## src/rtl/reg_scoreboard_if.sv

```systemverilog
// Decode-side bus of the register scoreboard: issue request, writeback/kill retire ports and status.
// The master drives decode and retire traffic; the slave is the scoreboard itself.
interface reg_scoreboard_if #(
    parameter int NREG   = 15,
    parameter int PERF_W = 16
);
    logic              issueValid;
    logic              src1Use;
    logic [3:0]        src1A;
    logic              src2Use;
    logic [3:0]        src2A;
    logic              src3Use;
    logic [3:0]        src3A;
    logic              dstUse;
    logic [3:0]        dstA;
    logic              issueReady;
    logic              wbValid;
    logic [3:0]        wbA;
    logic              killValid;
    logic [3:0]        killA;
    logic [NREG-1:0]   pending;
    logic [PERF_W-1:0] stallCnt;
    logic              err;

    modport master (
        output issueValid, src1Use, src1A, src2Use, src2A, src3Use, src3A,
               dstUse, dstA, wbValid, wbA, killValid, killA,
        input  issueReady, pending, stallCnt, err
    );

    modport slave (
        input  issueValid, src1Use, src1A, src2Use, src2A, src3Use, src3A,
               dstUse, dstA, wbValid, wbA, killValid, killA,
        output issueReady, pending, stallCnt, err
    );
endinterface

```

## src/rtl/reg_scoreboard.sv

```systemverilog
// Register scoreboard: counts in-flight writes per register and holds issue on RAW hazards
// or when a destination counter is already full. Register 15 (PC) is never tracked.
module reg_scoreboard #(
    parameter int NREG   = 15,
    parameter int CNT_W  = 2,
    parameter int PERF_W = 16
) (
    input  logic            i_clk,
    input  logic            i_rst_n,
    reg_scoreboard_if.slave bus
);
    localparam logic [CNT_W-1:0] CMAX = '1;

    logic [CNT_W-1:0]  r_count [NREG];
    logic [NREG-1:0]   r_pending;
    logic [PERF_W-1:0] r_stall;
    logic              r_err;

    logic [CNT_W-1:0]  w_next [NREG];
    logic              w_hazard;
    logic              w_ready;
    logic              w_fire;
    logic              w_underflow;

    // A source is blocked while its count is nonzero, unless the last outstanding write lands
    // this very cycle (the register file writes on the falling edge). Kill never unblocks.
    always_comb begin
        w_hazard = 1'b0;
        for (int i = 0; i < NREG; i++) begin
            logic wbHit;
            logic busy;
            wbHit = bus.wbValid && (bus.wbA == 4'(i));
            busy  = (r_count[i] != '0) && !((r_count[i] == CMAX'(1)) && wbHit);
            if (bus.src1Use && (bus.src1A == 4'(i)) && busy) w_hazard = 1'b1;
            if (bus.src2Use && (bus.src2A == 4'(i)) && busy) w_hazard = 1'b1;
            if (bus.src3Use && (bus.src3A == 4'(i)) && busy) w_hazard = 1'b1;
            if (bus.dstUse && (bus.dstA == 4'(i)) && (r_count[i] == CMAX)) w_hazard = 1'b1;
        end
    end

    assign w_ready = i_rst_n && !w_hazard;
    assign w_fire  = bus.issueValid && w_ready;

    always_comb begin
        w_underflow = 1'b0;
        for (int i = 0; i < NREG; i++) begin
            logic [CNT_W:0] sum;
            logic [1:0]     dec;
            sum = {1'b0, r_count[i]}
                + (CNT_W+1)'(w_fire && bus.dstUse && (bus.dstA == 4'(i)));
            dec = 2'(bus.wbValid && (bus.wbA == 4'(i)))
                + 2'(bus.killValid && (bus.killA == 4'(i)));
            if ((CNT_W+1)'(dec) > sum) begin
                w_next[i]   = '0;
                w_underflow = 1'b1;
            end else begin
                w_next[i] = CNT_W'(sum - (CNT_W+1)'(dec));
            end
        end
    end

    // Stall counter saturates rather than wrapping so long stalls stay visible.
    always_ff @(posedge i_clk or negedge i_rst_n) begin
        if (!i_rst_n) begin
            for (int i = 0; i < NREG; i++) r_count[i] <= '0;
            r_pending <= '0;
            r_stall   <= '0;
            r_err     <= 1'b0;
        end else begin
            for (int i = 0; i < NREG; i++) begin
                r_count[i]   <= w_next[i];
                r_pending[i] <= (w_next[i] != '0);
            end
            if (w_underflow) r_err <= 1'b1;
            if (bus.issueValid && !w_ready && (r_stall != '1))
                r_stall <= r_stall + {{(PERF_W-1){1'b0}}, 1'b1};
        end
    end

    assign bus.issueReady = w_ready;
    assign bus.pending    = r_pending;
    assign bus.stallCnt   = r_stall;
    assign bus.err        = r_err;
endmodule

```

## src/flat_wrapper.sv

```systemverilog
// flat-port wrapper written by rule: the top's interface ports become plain ports
module reg_scoreboard_flat 
#(
    parameter int NREG   = 15,
    parameter int CNT_W  = 2,
    parameter int PERF_W = 16
)
  (i_clk, i_rst_n, bus_issueValid, bus_src1Use, bus_src1A, bus_src2Use, bus_src2A, bus_src3Use, bus_src3A, bus_dstUse, bus_dstA, bus_wbValid, bus_wbA, bus_killValid, bus_killA, bus_issueReady, bus_pending, bus_stallCnt, bus_err);
  reg_scoreboard_if #(.NREG(NREG), .PERF_W(PERF_W)) bus_i ();
  input  logic i_clk;
  input  logic i_rst_n;
  input wire logic [$bits(bus_i.issueValid)-1:0] bus_issueValid;
  input wire logic [$bits(bus_i.src1Use)-1:0] bus_src1Use;
  input wire logic [$bits(bus_i.src1A)-1:0] bus_src1A;
  input wire logic [$bits(bus_i.src2Use)-1:0] bus_src2Use;
  input wire logic [$bits(bus_i.src2A)-1:0] bus_src2A;
  input wire logic [$bits(bus_i.src3Use)-1:0] bus_src3Use;
  input wire logic [$bits(bus_i.src3A)-1:0] bus_src3A;
  input wire logic [$bits(bus_i.dstUse)-1:0] bus_dstUse;
  input wire logic [$bits(bus_i.dstA)-1:0] bus_dstA;
  input wire logic [$bits(bus_i.wbValid)-1:0] bus_wbValid;
  input wire logic [$bits(bus_i.wbA)-1:0] bus_wbA;
  input wire logic [$bits(bus_i.killValid)-1:0] bus_killValid;
  input wire logic [$bits(bus_i.killA)-1:0] bus_killA;
  output wire logic [$bits(bus_i.issueReady)-1:0] bus_issueReady;
  output wire logic [$bits(bus_i.pending)-1:0] bus_pending;
  output wire logic [$bits(bus_i.stallCnt)-1:0] bus_stallCnt;
  output wire logic [$bits(bus_i.err)-1:0] bus_err;
  assign bus_i.issueValid = bus_issueValid;
  assign bus_i.src1Use = bus_src1Use;
  assign bus_i.src1A = bus_src1A;
  assign bus_i.src2Use = bus_src2Use;
  assign bus_i.src2A = bus_src2A;
  assign bus_i.src3Use = bus_src3Use;
  assign bus_i.src3A = bus_src3A;
  assign bus_i.dstUse = bus_dstUse;
  assign bus_i.dstA = bus_dstA;
  assign bus_i.wbValid = bus_wbValid;
  assign bus_i.wbA = bus_wbA;
  assign bus_i.killValid = bus_killValid;
  assign bus_i.killA = bus_killA;
  assign bus_issueReady = bus_i.issueReady;
  assign bus_pending = bus_i.pending;
  assign bus_stallCnt = bus_i.stallCnt;
  assign bus_err = bus_i.err;
  reg_scoreboard #(.NREG(NREG), .CNT_W(CNT_W), .PERF_W(PERF_W)) u_core (.i_clk(i_clk), .i_rst_n(i_rst_n), .bus(bus_i));
endmodule
```

## config.mk

```make
export PLATFORM = sky130hd
export DESIGN_NAME = reg_scoreboard_flat
export DESIGN_NICKNAME = d
export VERILOG_FILES = /design/src/rtl/reg_scoreboard_if.sv /design/src/rtl/reg_scoreboard.sv /design/src/flat_wrapper.sv
export SDC_FILE = /design/constraint.sdc
export NUM_CORES = 1
export LEC_CHECK = 0
export ABC_AREA = 1
export CAP_MARGIN = 20
export CELL_PAD_IN_SITES_DETAIL_PLACEMENT = 1
export CELL_PAD_IN_SITES_GLOBAL_PLACEMENT = 1
export CORE_ASPECT_RATIO = 1.75
export CORE_MARGIN = 2
export CORE_UTILIZATION = 29
export CTS_BUF_LIST = sky130_fd_sc_hd__clkbuf_4 sky130_fd_sc_hd__clkbuf_8
export CTS_CLUSTER_SIZE = 8
export DETAILED_ROUTE_END_ITERATION = 8
export PLACE_DENSITY = 0.69
export SLEW_MARGIN = 0
export SYNTH_ARGS = -nofsm -noshare
export SYNTH_HDL_FRONTEND = slang
export SYNTH_SLANG_ARGS = --single-unit
```

## constraint.sdc

```tcl
create_clock -name i_clk -period 2.9 [get_ports i_clk]
set_input_delay 0.725 -clock i_clk [delete_from_list [all_inputs] [get_ports i_clk]]
set_output_delay 0.725 -clock i_clk [all_outputs]
set_load 0.02 [all_outputs]
```

==> results.yml, run 1 <==
grt:
  grt_pass1_vias: 7451
  grt_pass1_wl_mm: 37.9
  met1_usage: 0.228
  grt_util_met2: 0.468
  grt_antenna_before_repair: 0
  grt.total_usage: 0.243
  overflow: 0
  use_met3: 0.0322
  grt_max_degree: 50
  busiest_layer: "met2"
floorplanning:
  core_area_mm2: 0.0191
  fp.dieH_um: 188
  pin_count: 66
  chipWidth_um: 109
  rows: 67
  die_area_mm2: 0.0206
  start_util: 0.294
layout:
  num-fill-cells: 2261
  utilization: 0.520
  drive_gt1_frac: 0.469
  diodes: 0
  seqCellArea_mm2: 0.00155
  fin_nets: 1199
  multiInputGateArea_mm2: 0.00498
  final_cell_area_mm2: 0.00993
  area_growth_pct: 76.5
power_and_ir_drop:
  p_comb_frac: 0.646
  p_clk_frac: 0.137
  seqPwrFrac: 0.217
  p_leak_nw: 4.69
  power.switching_w: 0.00255
  internal_power_w: 0.00340
  peakVddDrop_uv: 397
  powerDensity_mw_per_mm2: 598
  p_sw_frac: 0.429
sta:
  rsz0062_at_grt: "true"
  timing.slew.headroom: 0.527
  skew_ps: 7.31
  slew_violations: 0
  fmaxAchievable_mhz: 259
  min_period_over_period: 1.33
  period_needed_ps: 3860
  final_hold_viol_count: 0
  setup_ws_ps: -960
  worst_pin_slew_ps: 709
  setup_viol_count_final: 47
worst_setup_path:
  r2r_slack_ps: -760
  worstReg2RegEnd: "u_core.bus.err$_DFFE_PN0P_"
  cp.arrival_ps: 4110
  cp-start-kind: "input port"
  cp_max_fo: 6
  r2r-start: "u_core.r_count[25]$_DFF_PN0_"
  worst_ep_required_time_ps: 3150
  timing_worst_setup_path_type: "input port to register"
  reg2reg_depth: 21
  end_kind: "register"
synthesis:
  synth.distinct_cells: 31
  ys_seq_elements: 62
  netlist_instances: 811
  synth_edf_count: 0
  synthTopCellsByArea: "dfrtp_1 28%, ha_1 20%, nand2_1 13%, inv_1 9.8%, nor2_1 7.3%"
  netlist.top_cell.by_area: "dfrtp_1"
  mappedNetlistArea_mm2: 0.00563
  synthArstFlopShare: 1.00
  synth_flop_cell: "dfrtp_1"
  ys_seq_area_frac: 0.276
  syn_area_per_cell_um2: 6.94
  syn-num-nets: 935
  netlist.area_leader.share: 0.276
  synth_warnings: 0
place:
  placed_area_mm2: 0.00813
  dp_hpwl_mm: 17.6
  gp_congestion: 0.907
  io_buffer_count: 65
flow_run:
  max-cap-violations: 0
cts:
  cts_max_path_buffers: 2
  cts_tree: "yes"
  insertion_delay_ps: 390
  cts_hold_buf: 0
  cts_num_sinks: 62
  cts-root-buf: "clkbuf_8"
  cts_buffers: 9
  clk_pin_slew_ps: 80
  cts_max_level: 3
routing:
  first_pass_iters: 7
  vias_per_cell: 5.04
  vias: 6656
  wirelength_mm: 27.0
  drc: 0
  wl_per_cell_um: 20.5
  drt-initial-drc-count: 238
  ant_nets: 0
status:
  violations: "negative setup slack"
  run_status: "finished, violations left"
worst_hold_path:
  hold_class: "input port to async pin"
==> metal layers <==
layer  up-vias  share of wire
li1       3084              -
met1      3259           0.33
met2       200           0.56
met3       113          0.036
met4         0          0.074
met5         -              0
==> stage by stage <==
step | power, W | hold WS (ps) | std cells | setup WS [ps] | setup TNS, ps
6_report | 0.00594 | 435 | 1321 | -960 | -24640
5_1_grt | 0.00626 | 432 | 1321 | -1060 | -30020
4_1_cts | 0.00535 | 418 | 1314 | -732 | -16670
3_5_place_dp | 0.00383 | 501 | 1269 | -2200 | -67890
3_3_place_gp | 0.00372 | 482 | 1269 | -2090 | -63850
2_1_floorplan | 0.00257 | 429 | 811 | -493 | -6890
==> power groups by stage <==
stage                     clock, W  sequential (W)  combinational, W
after floorplan                  0         0.00137           0.00120
after global placement           0         0.00126           0.00246
after detailed placement         0         0.00127           0.00255
after CTS                 0.000824         0.00127           0.00326
after global routing      0.000865         0.00131           0.00409
final                     0.000817         0.00129           0.00384
==> repair_timing <==
| item | CTS | global route |
|---|---|---|
| setup endpoints to repair | 47 | 47 |
| cloned | 0 | 0 |
| buffers inserted | 43 | 23 |
| pin swaps | 80 | 97 |
| resized for setup | 308 | 136 |
==> Yosys cell counts (4+ instances only) <==
cell type / n
o21ai_0: 19
nor4_1: 5
ha_1: 91
nor2_2: 12
nand4_1: 23
nor2_1: 110
nor3_1: 9
dfrtp_1: 62
xnor2_1: 16
inv_1: 147
nand2_1: 194
nand3_1: 61
a21oi_1: 16
buf_2: 4
xor2_1: 10
o21ai_1: 5
==> flip-flops by register name, summed over array words and instances, names as in the netlist <==
name	flops
u_core.bus.err	1
u_core.bus.stallCnt	16
u_core.r_count	30
u_core.bus.pending	15
==> area by class of cell <==
cell class,count,area share
multi-input cells,589,0.501
repair buffers,263,0.233
flip-flops and latches,62,0.156
inverters,150,0.0597
well taps,241,0.0304
clock buffers,10,0.0132
clock inverters,6,0.00630
==> cell families after synthesis <==
family,after synthesis,synth area share
AND/OR/NAND/NOR,422,0.322
buffers and inverters,160,0.110
adder cells (fa/ha/maj),91,0.202
flip-flops,62,0.276
AO/OA/AOI/OAI,50,0.0489
XOR/XNOR,26,0.0405
==> critical path, cell delays in order <==
cell and delay (ps):
buf_2 130, buf_4 150, nand2_2 110, nor2_1 90, nand3_1 90, nand2_1 70
o21ai_0 300, nand3_1 150, nor2_2 140, nand2_2 90, inv_4 70, nand3_4 80
buf_8 160, buf_6 130, nor2_4 160, ha_4 180, ha_4 200, inv_4 50
ha_4 200, a21oi_2 130, nor2_2 60, nand2_2 80, nand2_2 80, nor4_4 340
nand2_1 140
==> worst max path at each step <==
stage / startpoint / to
after global routing: bus_dstA[2] / u_core.bus.err$_DFFE_PN0P_
final: bus_dstA[2] / u_core.bus.err$_DFFE_PN0P_
after floorplan: bus_src2Use / u_core.bus.err$_DFFE_PN0P_
after CTS: bus_wbA[2] / u_core.bus.err$_DFFE_PN0P_
after detailed placement: bus_wbA[1] / u_core.bus.err$_DFFE_PN0P_
after global placement: bus_wbA[1] / u_core.bus.err$_DFFE_PN0P_
==> cells in the final DEF (no fill, tap or decap), drive strengths merged <==
cell           instances
nand4                 23
clkinvlp               3
clkdlybuf4s15          8
o21a                   1
dfrtp                 62
nor4                   5
clkbuf                17
clkinv                 3
dlygate4sd2            3
nand2                195
a21o                   3
nor2                 122
nand3b                 1
a211oi                 3
buf                  207
xor2                  10
ha                    91
or2                    3
xnor2                 16
a21oi                 16
nand3                 64
o21ai                 24
clkdlybuf4s50         38
inv                  149
bufinv                 1
o21bai                 3
nor3                   9
Power figures use the tool's default switching activity.
==> inputs of run 2 (changes only) <==
--- a/config.mk
+++ b/config.mk
@@ -6,10 +6,10 @@
 export NUM_CORES = 1
 export LEC_CHECK = 0
 export ABC_AREA = 1
-export CAP_MARGIN = 20
+export CAP_MARGIN = 30
 export CELL_PAD_IN_SITES_DETAIL_PLACEMENT = 1
 export CELL_PAD_IN_SITES_GLOBAL_PLACEMENT = 1
-export CORE_ASPECT_RATIO = 1.75
+export CORE_ASPECT_RATIO = 1.5
 export CORE_MARGIN = 2
 export CORE_UTILIZATION = 29
 export CTS_BUF_LIST = sky130_fd_sc_hd__clkbuf_4 sky130_fd_sc_hd__clkbuf_8
==> results.yml, run 2 (synthesis gave the netlist of run 1 again) <==
sta:
  timing.slew.headroom: 0.397
  setup_ws_ps: -909
  fmaxAchievable_mhz: 263
  rsz0062_at_grt: "true"
  slew_violations: 0
  hold_slack_ps: 514
  worst_pin_slew_ps: 905
  period_needed_ps: 3810
  setup_viol_count_final: 47
  final_hold_viol_count: 0
  min_period_over_period: 1.31
  skew_ps: 17.5
layout:
  largest_reg_flops: 30
  area_growth_pct: 79.7
  multiInputGateArea_mm2: 0.00518
  final_cell_mix: "144 x buf_4, 141 x nand2_1, 116 x inv_1, 62 x dfrtp_1, 54 x nor2_4"
  fin_nets: 1188
  seqCellArea_mm2: 0.00155
  drive_gt1_frac: 0.486
  largest_register: "u_core.r_count"
  diodes: 0
  utilization: 0.530
  final_common_cell: "buf_4"
  num-fill-cells: 2256
status:
  violations: "negative setup slack"
  run_status: "finished, violations left"
cts:
  cts_buffers: 9
  cts_tree: "yes"
  clk_pin_slew_ps: 80
  cts_max_level: 3
  insertion_delay_ps: 390
  cts-root-buf: "clkbuf_8"
  cts_num_sinks: 62
  cts_max_path_buffers: 2
  cts_hold_buf: 0
routing:
  drt-initial-drc-count: 255
  wl_met1_mm: 9.77
  vias: 6671
  wirelength_mm: 27.9
  ant_nets: 0
  vias_per_cell: 5.03
  wl_met2_mm: 15.3
  routed.top_layer: "met4"
  met3_length_um: 940
  wl_per_cell_um: 21.1
  first_pass_iters: 5
  drc: 0
grt:
  grt_pass1_wl_mm: 37.5
  grt_max_degree: 63
  grt.total_usage: 0.235
  overflow: 0
  grt_antenna_before_repair: 0
  grt_pass1_vias: 7243
floorplanning:
  start_util: 0.295
  die_area_mm2: 0.0206
  chipWidth_um: 118
  pin_count: 66
  rows: 62
  core_area_mm2: 0.0191
  fp.dieH_um: 175
worst_setup_path:
  worst_ep_required_time_ps: 3160
  slowest_stage: "nor4_4"
  cp-start-kind: "input port"
  cp.arrival_ps: 4070
  cp_max_fo: 6
  crit_path_max_incr_delay_ps: 360
  timing_worst_setup_path_type: "input port to register"
  end_kind: "register"
  cpMostUsedCell: "nand2_1"
flow_run:
  max-cap-violations: 0
place:
  io_buffer_count: 65
  post-place-ws_ps: -2000
  gp_congestion: 0.886
  dp_hpwl_mm: 16.9
power_and_ir_drop:
  powerDensity_mw_per_mm2: 597
  total_power_w: 0.00603
  peakVddDrop_uv: 329
  p_leak_nw: 4.71
worst_hold_path:
  hold_class: "register to register"
## run 2: final cells by class
cell class              instances  share of cell area
inverters                     150              0.0594
flip-flops and latches         62               0.153
well taps                     256              0.0317
repair buffers                252               0.222
multi-input cells             589               0.512
clock buffers                  11              0.0150
clock inverters                 5             0.00569
## run 2: worst paths after layout
check / startpoint / to / slack (ps) / depth (start not counted)
max: bus_dstA[3] / u_core.bus.err$_DFFE_PN0P_ / -910 / 27
min in group asynchronous: i_rst_n / u_core.r_count[29]$_DFF_PN0_ / 550 / 2
min reg2reg: u_core.bus.stallCnt[15]$_DFFE_PN0P_ / u_core.bus.stallCnt[15]$_DFFE_PN0P_ / 510 / 2
max reg2reg: u_core.r_count[7]$_DFF_PN0_ / u_core.bus.err$_DFFE_PN0P_ / -750 / 25
min: u_core.bus.stallCnt[15]$_DFFE_PN0P_ / u_core.bus.stallCnt[15]$_DFFE_PN0P_ / 510 / 2
max in group asynchronous: i_rst_n / u_core.bus.pending[8]$_DFF_PN0_ / 1720 / 2
## run 2: critical path: cells and delay by family
kind / cells / cell delay [ps]
adder cells (fa/ha/maj): 3 / 550
AND/OR/NAND/NOR: 17 / 1870
AO/OA/AOI/OAI: 1 / 180
buffers and inverters: 6 / 720
## run 2: power breakdown
| group | internal (W) | switching [W] |
|---|---|---|
| clock | 0.000442 | 0.000434 |
| sequential | 0.00108 | 0.000223 |
| combinational | 0.00189 | 0.00196 |
| total | 0.00341 | 0.00262 |
## run 2: per-stage QoR
stage	instances	setup TNS, ps	area (µm²)
2_1_floorplan	811	-6890	6050
3_3_place_gp	1268	-60680	8040
3_5_place_dp	1268	-62050	8040
4_1_cts	1312	-10230	9320
5_1_grt	1325	-30250	10100
6_report	1325	-23700	10100
## run 2: what timing repair did
| action | 4_1_cts | 5_1_grt |
|---|---|---|
| pin swaps | 82 | 83 |
| setup buffers | 39 | 20 |
| endpoints found under the setup margin | 47 | 47 |
| gates cloned | 1 | 0 |
| resized for setup | 346 | 165 |
## run 2: layer usage
layer | global-route usage | vias to the layer above
met2 | 0.468 | 200
met4 | 0.132 | 0
li1 | - | 3061
met1 | 0.228 | 3304
met5 | 0 | -
met3 | 0.0313 | 106
